[src/rtl/sel_mux_reg_pkg.sv]
// Shared constants and types for the selecting mux register.
// Mode encodings, default sizes and output-stage state.
package sel_mux_reg_pkg;
  localparam int DEF_W = 8;
  localparam int DEF_N = 4;

  localparam logic MODE_FIXED = 1'b0;
  localparam logic MODE_RR    = 1'b1;

  typedef enum logic {
    ST_EMPTY = 1'b0,
    ST_FULL  = 1'b1
  } ostate_e;
endpackage

[src/rtl/sel_mux_reg_onehot_dec.sv]
// Index-plus-enable to one-hot decoder.
// Indices at or beyond N decode to all-zero.
module onehot_dec #(
  parameter int SW = 2,
  parameter int N  = 4
) (
  input  logic [SW-1:0] idx_i,
  input  logic          en_i,
  output logic [N-1:0]  oh_o
);

  always_comb begin
    oh_o = '0;
    for (int k = 0; k < N; k++) begin
      if (en_i && idx_i == SW'(k)) begin
        oh_o[k] = 1'b1;
      end
    end
  end

endmodule

[src/rtl/sel_mux_reg.sv]
// N-channel selector feeding a single-entry output register.
// Fixed select or round-robin among valid channels.
module sel_mux_reg
  import sel_mux_reg_pkg::*;
#(
  parameter int W  = DEF_W,
  parameter int N  = DEF_N,
  parameter int SW = $clog2(N)
) (
  input  logic           clk,
  input  logic           reset,
  input  logic [N*W-1:0] d,
  input  logic [N-1:0]   v,
  input  logic [SW-1:0]  s,
  input  logic           mode,
  output logic [N-1:0]   ack,
  output logic [W-1:0]   o,
  output logic           o_valid,
  output logic [SW-1:0]  o_ch,
  input  logic           o_ready
);

  ostate_e       state_q, state_d;
  logic [W-1:0]  o_q, o_d;
  logic [SW-1:0] ch_q, ch_d;
  logic [SW-1:0] ptr_q, ptr_d;

  logic          load_ok;
  logic          fx_hit, rr_hit, hit, grant;
  logic [SW-1:0] rr_idx, g_idx;
  logic [SW-1:0] cidx;
  int            c;

  assign load_ok = (state_q == ST_EMPTY) || o_ready;

  always_comb begin
    fx_hit = 1'b0;
    for (int k = 0; k < N; k++) begin
      if (s == SW'(k) && v[k]) begin
        fx_hit = 1'b1;
      end
    end
  end

  // Walk from the farthest offset back to ptr so the nearest wins.
  always_comb begin
    rr_hit = 1'b0;
    rr_idx = '0;
    c      = 0;
    cidx   = '0;
    for (int i = N - 1; i >= 0; i--) begin
      c = int'(ptr_q) + i;
      if (c >= N) begin
        c = c - N;
      end
      cidx = SW'(c);
      if (v[cidx]) begin
        rr_hit = 1'b1;
        rr_idx = cidx;
      end
    end
  end

  assign hit   = (mode == MODE_RR) ? rr_hit : fx_hit;
  assign g_idx = (mode == MODE_RR) ? rr_idx : s;
  assign grant = !reset && load_ok && hit;

  onehot_dec #(
    .SW(SW),
    .N (N)
  ) u_dec (
    .idx_i(g_idx),
    .en_i (grant),
    .oh_o (ack)
  );

  always_comb begin
    state_d = state_q;
    o_d     = o_q;
    ch_d    = ch_q;
    ptr_d   = ptr_q;
    if (grant) begin
      state_d = ST_FULL;
      ch_d    = g_idx;
      for (int k = 0; k < N; k++) begin
        if (g_idx == SW'(k)) begin
          o_d = d[k*W +: W];
        end
      end
      if (mode == MODE_RR) begin
        if (int'(g_idx) == N - 1) begin
          ptr_d = '0;
        end else begin
          ptr_d = g_idx + 1'b1;
        end
      end
    end else if (state_q == ST_FULL && o_ready) begin
      state_d = ST_EMPTY;
    end
  end

  always_ff @(posedge clk) begin
    if (reset) begin
      state_q <= ST_EMPTY;
      o_q     <= '0;
      ch_q    <= '0;
      ptr_q   <= '0;
    end else begin
      state_q <= state_d;
      o_q     <= o_d;
      ch_q    <= ch_d;
      ptr_q   <= ptr_d;
    end
  end

  assign o       = o_q;
  assign o_ch    = ch_q;
  assign o_valid = (state_q == ST_FULL);

endmodule
[config.mk]
export PLATFORM = sky130hd
export DESIGN_NAME = sel_mux_reg
export DESIGN_NICKNAME = d
export VERILOG_FILES = /design/src/rtl/sel_mux_reg_pkg.sv /design/src/rtl/sel_mux_reg_onehot_dec.sv /design/src/rtl/sel_mux_reg.sv
export SDC_FILE = /design/constraint.sdc
export NUM_CORES = 1
export LEC_CHECK = 0
export ABC_AREA = 1
export CAP_MARGIN = 20
export CELL_PAD_IN_SITES_DETAIL_PLACEMENT = 1
export CELL_PAD_IN_SITES_GLOBAL_PLACEMENT = 2
export CORE_MARGIN = 2
export CORE_UTILIZATION = 21
export DETAILED_ROUTE_END_ITERATION = 10
export GPL_TIMING_DRIVEN = 0
export PLACE_DENSITY_LB_ADDON = 0.12
export SLEW_MARGIN = 20
export SYNTH_ARGS = -nofsm -noshare
export SYNTH_HDL_FRONTEND = slang
export SYNTH_SLANG_ARGS = --single-unit
[constraint.sdc]
create_clock -name clk -period 7.45 [get_ports clk]
set_clock_uncertainty 0.1 [all_clocks]
set_input_delay 1.49 -clock clk [delete_from_list [all_inputs] [get_ports clk]]
set_output_delay 1.49 -clock clk [all_outputs]
set_load 0.005 [all_outputs]
==> reports/qor.csv, run 1 <==
stage;metric;value;unit
outcome;status;finished, final reports clean;
power;p_per_area;151;nW/um^2
setup_path;required;5.86;ns
setup_path;end_kind;primary output;
place;dp_hpwl;3180;um
yosys;syn_area;1160;um^2
die;dieArea;6130;um^2
setup_path;cp.arrival;4.16;ns
cts;cts_resized;0;
die;start_util;21.5;%
cells_and_area;drive_above_1_share;12.6;%
yosys;yosys_warnings;0;
grt;grtUsageTotal;12.7;%
die;die_w;78.3;um
grt;antenna_found_initial;0;
cts;clock_tree.root_cell;clkbuf_8;
grt;overflow;0;
sta;fmax;174;MHz
grt;grt_start_max_net_pins;11;
sta;fin_crit;5.75;ns
route;antenna_left;0;
cells_and_area;final_area;1850;um^2
cts;ctsHtreeMaxLevel;1;
cts;hold_buffers;0;
place;dp_slack;1.66;ns
setup_path;path_class;in -> out;
route;wl_per_cell;11.8;um
route;vias;1314;
place;port_buffers;55;
setup_path;rr_endpoint;o[2];
yosys;synth_largest_area_cell;dfxtp_1;
die;io_pins;57;
sta;setup-tns-final;0;ns
yosys;synth.distinct_cells;30;
setup_path;critPathLaunch;v[0];
setup_path;endpoint;ack[1];
route;drcViolationCount;0;
die;rows;27;
setup_path;rrSetupSlack;4.48;ns
route;drt-total-wl;3660;um
sta;worst_pin_slew;0.388;ns
yosys;synth_top_area_share;22.4;%
worst_hold_path;hold_path_class;reg -> reg;
cts;cts_sinks;13;
sta;hold_viol_final;0;
yosys;synthesis.nets;226;
setup_path;crit_fanout;10;
die;core_area;5410;um^2
grt;grt_pass1_wl;6330;um
sta;drv_slew;0;
cells_and_area;utilization;34.1;%
yosys;ys_seq_area_share;22.4;%
cts;cts_tree;yes;
route;drtPass1Iterations;4;
cts;post_cts_buffers;0;
yosys;ys_ff_latch;13;
sta;fin_crit_sh;77.2;%
cts;cts_made_buffers;3;
job;drv_cap;0;
place;placed_area;1800;um^2
cts;clkSlewWorstSetupHoldPaths;0.05;ns
sta;relSlewSlack;74.1;%
setup_path;reg2reg_depth;18;
setup_path;cp-start-kind;input pin;
cts;clk-insertion-delay-late;0.24;ns
route;viasPerCell;4.23;
sta;rsz0062_at_grt;no;
yosys;avgSynthCellArea;6.44;um^2
cells_and_area;areaGrowthSynthToFinish;59.1;%
cells_and_area;antenna_cells;0;
sta;setup_ws;1.70;ns
place;routabilityCongestion;0.706;
cells_and_area;fin_nets;286;
die;die_y;78.3;um
cts;cts_max_path_buffers;2;
yosys;syn_inst;180;
route;drt_iter0_markers;31;
sta;report.final.setup_viol;0;
yosys;netlist_top_cells_area;dfxtp_1 (22%), nand2_1 (16%), nand3_1 (9.1%), o21ai_0 (8.6%), a21oi_1 (5.6%);
power;p_leak;0.758;nW
power;irDropWorstVdd;0.0000519;V
grt;grt_pass1_vias;1323;
setup_path;r2r-start;ptr_q[0];
-- stage by stage --
stage          hold slack (ns)  cells  power, mW
2_1_floorplan            0.362    180      0.160
3_3_place_gp             0.358    307      0.220
3_5_place_dp             0.360    307      0.220
4_1_cts                  0.370    311      0.285
5_1_grt                  0.391    311      0.306
6_report                 0.367    311      0.279
-- per-layer routing --
metal  part of all wire, %  track usage [%]  up-vias
met5                     0                0        -
met4                   1.2             4.21        0
met3                   6.3             3.22        4
met2                    43             19.6       39
met1                    50             17.2      562
li1                      -                -      709
-- flip-flops by register name, summed over array words and instances (netlist names) --
register,count
o,8
o_ch,2
ptr_q,2
o_valid,1
-- layout make-up --
class                           count  area [um^2]
Sequential cell                    13          260
Tap cell                           72         90.1
Multi-Input combinational cell    139          769
Clock buffer                        4         45.0
Fill cell                         707         3560
Inverter                           21         81.3
Timing Repair Buffer               55          551
Buffer                              7         48.8
-- power by group --
part	internal (mW)	switching (mW)
Combinational	0.0639	0.0696
Sequential	0.0771	0.00463
Clock	0.0378	0.0262
-- worst max-delay path, stage by stage --
cell and delay [ns]:
clkdlybuf4s50_1 0.49, inv_1 0.08, o21ai_1 0.18, nand2_1 0.11
nand2_2 0.07, inv_2 0.05, nand2_1 0.06, nand2_1 0.04
nand3_1 0.08, nand2_2 0.10, inv_1 0.09, ha_1 0.14
buf_2 0.19, clkinv_1 0.28, nor2_1 0.18, clkdlybuf4s50_1 0.52
-- cell usage in the layout, fill, tap and decap left out, drive strengths merged, types with 2 or more instances in the layout --
cell type	synthesis	routed
buf	5	5
clkbuf	2	6
inv	19	19
nand3	26	26
ha	4	4
nand4	2	2
clkdlybuf4s50	0	55
o21ai	23	23
nor2	9	9
clkinv	2	2
a21oi	13	13
dfxtp	13	13
nand2	58	58
-- cells in the mapped netlist --
library cell,instances
dfxtp_1,13
ha_1,4
nand4_2,2
clkbuf_1,1
nand3_2,2
a21oi_1,13
nand3_1,21
a31o_2,1
o21ai_0,20
clkinv_1,2
buf_2,2
nor2_2,1
inv_2,1
o211ai_1,1
nand3b_1,1
buf_6,1
buf_1,1
o21ai_1,1
nand3_4,3
o21ai_2,2
clkbuf_2,1
nand2_4,3
inv_1,17
nand2_1,50
buf_8,1
nor2_4,1
o2111ai_1,1
nor2_1,7
nand2_2,5
inv_4,1
-- worst min path at each step --
stage,slack (ns),to,startpoint,cells past startpoint
after global placement,0.36,o[1],o[1],2
after CTS,0.37,o[6],o[6],2
after global routing,0.39,o[6],o[6],2
final,0.37,o[6],o[6],2
after floorplan,0.36,o[0],o[0],2
after detailed placement,0.36,o[6],o[6],2
-- logic make-up after synthesis --
group,count (synthesis),share of synthesized area [%]
and+or+nand+nor,96,43.7
buffers and inverters,28,11.2
adders and majority gates,4,4.32
AOI/OAI and AO/OA,39,18.3
DFF,13,22.4
Power figures use the tool's default switching activity.
==> inputs of run 2 (changes only) <==
Settings changed: CORE_UTILIZATION 21 to 18.
Clock period 7.45 ns to 4.75 ns, I/O delays scaled along.
==> reports/qor.csv, run 2 (same netlist as run 1, synthesis figures left out) <==
stage;metric;value;unit;change
outcome;status;finished, final reports clean;;
power;p_leak;0.760;nW;+0.27%
setup_path;crit_path_max_incr_delay;0.51;ns;about the same
setup_path;cpMostUsedCell;nand2_1;;
cells_and_area;instances_no_fill;315;;+1.3%
die;io_pins;57;;unchanged
power;p_per_area;239;nW/um^2;+58%
die;dieArea;7100;um^2;+16%
setup_path;end_kind;primary output;;
sta;setup_ws;0.174;ns;-1.53 ns
power;power;0.443;mW;+59%
sta;rsz0062_at_grt;yes;;
cts;post_cts_buffers;0;;unchanged
cts;clk-insertion-delay-late;0.24;ns;about the same
cells_and_area;fin_nets;285;;-0.35%
sta;report.final.setup_viol;0;;unchanged
place;dp.cells;312;;+1.6%
cells_and_area;final_cell_mix;clkdlybuf4s50_1 (55), nand2_1 (50), nand3_1 (21);;
route;viasPerCell;4.20;;-0.52%
power;irDropWorstVdd;0.0000770;V;+48%
die;start_util;18.5;%;-3.0 points
job;drv_cap;0;;unchanged
cts;cts_sinks;13;;unchanged
worst_hold_path;hold_path_class;reg -> reg;;
grt;grt_pass1_vias;1349;;+2.0%
route;drtPass1Iterations;4;;unchanged
sta;relSlewSlack;73.0;%;-1.1 points
route;wl_per_cell;12.4;um;+5.7%
cells_and_area;largest_reg_flops;8;;unchanged
setup_path;crit_fanout;10;;unchanged
cts;hold_buffers;0;;unchanged
cells_and_area;final_area;1860;um^2;+0.54%
die;die_y;84.3;um;+7.6%
cells_and_area;final_common_cell;clkdlybuf4s50_1;;
route;vias;1324;;+0.76%
worst_hold_path;hold_depth;2;;unchanged
place;dp_hpwl;3300;um;+3.9%
cts;cts_made_buffers;3;;unchanged
setup_path;crit_chain;clkdlybuf4s50_1 > inv_1 > o21ai_2 > nand2_1 > nand2_1 > nand2_1 > a31o_2 > inv_1 > ha_1 > clkinvlp_4 > buf_2 > nor2_1 > clkdlybuf4s50_1;;
cts;clkSlewWorstSetupHoldPaths;0.05;ns;about the same
setup_path;path_depth;13;;-3
sta;worst_pin_slew;0.404;ns;+0.0163 ns
grt;grt_pass1_wl;6460;um;+2.1%
route;drt_iter0_markers;29;;-6.5%
cts;cts_max_path_buffers;2;;unchanged
sta;fin_crit_sh;96.3;%;
cts;cts_tree;yes;;
die;die_w;84.3;um;+7.6%
setup_path;path_class;in -> out;;
route;drt-total-wl;3920;um;+7.0%
place;port_buffers;55;;unchanged
sta;fmax;219;MHz;
route;drcViolationCount;0;;unchanged
place;placed_area;1810;um^2;+0.35%
die;core_area;6280;um^2;+16%
place;dp_slack;-0.000277;ns;-1.66 ns
setup_path;cpMaxStageDelayCell;clkdlybuf4s50_1;;
grt;antenna_found_initial;0;;unchanged
setup_path;crit_family;buffers and inverters;;
sta;drv_slew;0;;unchanged
setup_path;cp.arrival;3.53;ns;-0.63 ns
sta;fin_crit;4.58;ns;
grt;overflow;0;;unchanged
setup_path;rrSetupSlack;1.95;ns;-2.53 ns
setup_path;cp-start-kind;input pin;;
cts;ctsHtreeMaxLevel;1;;unchanged
route;antenna_left;0;;unchanged
setup_path;required;3.70;ns;-2.16 ns
grt;grt_start_max_net_pins;11;;unchanged
place;routabilityCongestion;0.700;;-0.89%
setup_path;path_buf_inv;6;;-1
setup_path;reg2reg_depth;18;;unchanged
cells_and_area;drive_above_1_share;13.9;%;+1.3 points
grt;grtUsageTotal;11.1;%;-1.6 points
cells_and_area;areaGrowthSynthToFinish;60.0;%;
sta;hold_viol_final;0;;unchanged
cts;clock_tree.root_cell;clkbuf_8;;
die;rows;29;;+7.4%
cells_and_area;antenna_cells;0;;unchanged
==> run 2: path summary, 6_finish.rpt <==
check             startpoint      to
setup / recovery        v[3]  ack[2]
hold / removal          o[0]    o[0]
setup reg to reg    ptr_q[1]    o[3]
hold reg to reg         o[0]    o[0]
==> run 2: metal layers <==
| metal | routed length (um) | part of all wire [%] | GRT usage [%] | up-vias |
|---|---|---|---|---|
| met4 | 45 | 1.1 | 3.08 | 0 |
| met2 | 1750 | 45 | 18.0 | 41 |
| met3 | 252 | 6.4 | 2.36 | 4 |
| li1 | - | - | - | 706 |
| met1 | 1870 | 48 | 15.0 | 573 |
| met5 | 0 | 0 | 0 | - |
==> run 2: cell type report <==
class / count / area (um^2)
inverter: 21 / 87.6
clock buffer: 4 / 45.0
fill: 805 / 4420
timing repair buffer: 55 / 551
buffer: 6 / 46.3
tap: 77 / 96.3
multi-input combinational: 139 / 769
sequential: 13 / 260
==> run 2: timing repair <==
| action | in CTS | in global routing |
|---|---|---|
| pin swaps | 0 | 0 |
| setup endpoints to repair | 1 | 3 |
| gates resized for setup | 1 | 5 |
==> run 2: per-stage QoR <==
step                hold WS [ns]  util (%)   TNS (ns)
finish                     0.365      29.6          0
detailed placement         0.361      28.8  -0.000277
floorplan                  0.362         -          0
CTS                        0.372      29.5          0
global route               0.383      29.6    -0.0385
global placement           0.356      28.8    -0.0573
==> run 2: power by group <==
part           switching [mW]  total [mW]  internal, mW
logic                   0.113       0.215         0.102
registers             0.00741       0.128         0.121
clock network          0.0409       0.100        0.0592
==> run 2: worst reg2reg max path: stages (launching register included) <==
cell,delay (ns)
dfxtp_1,0.45
inv_1,0.14
nand2_1,0.08
nand2_1,0.06
inv_1,0.07
nand2_1,0.07
nand3_1,0.11
nand2_1,0.06
nand2_1,0.05
nand3_1,0.08
nand2_2,0.13
inv_1,0.08
ha_1,0.18
buf_2,0.19
inv_4,0.13
nand4_2,0.26
nand4_2,0.28
nand2_1,0.08
a21oi_1,0.14
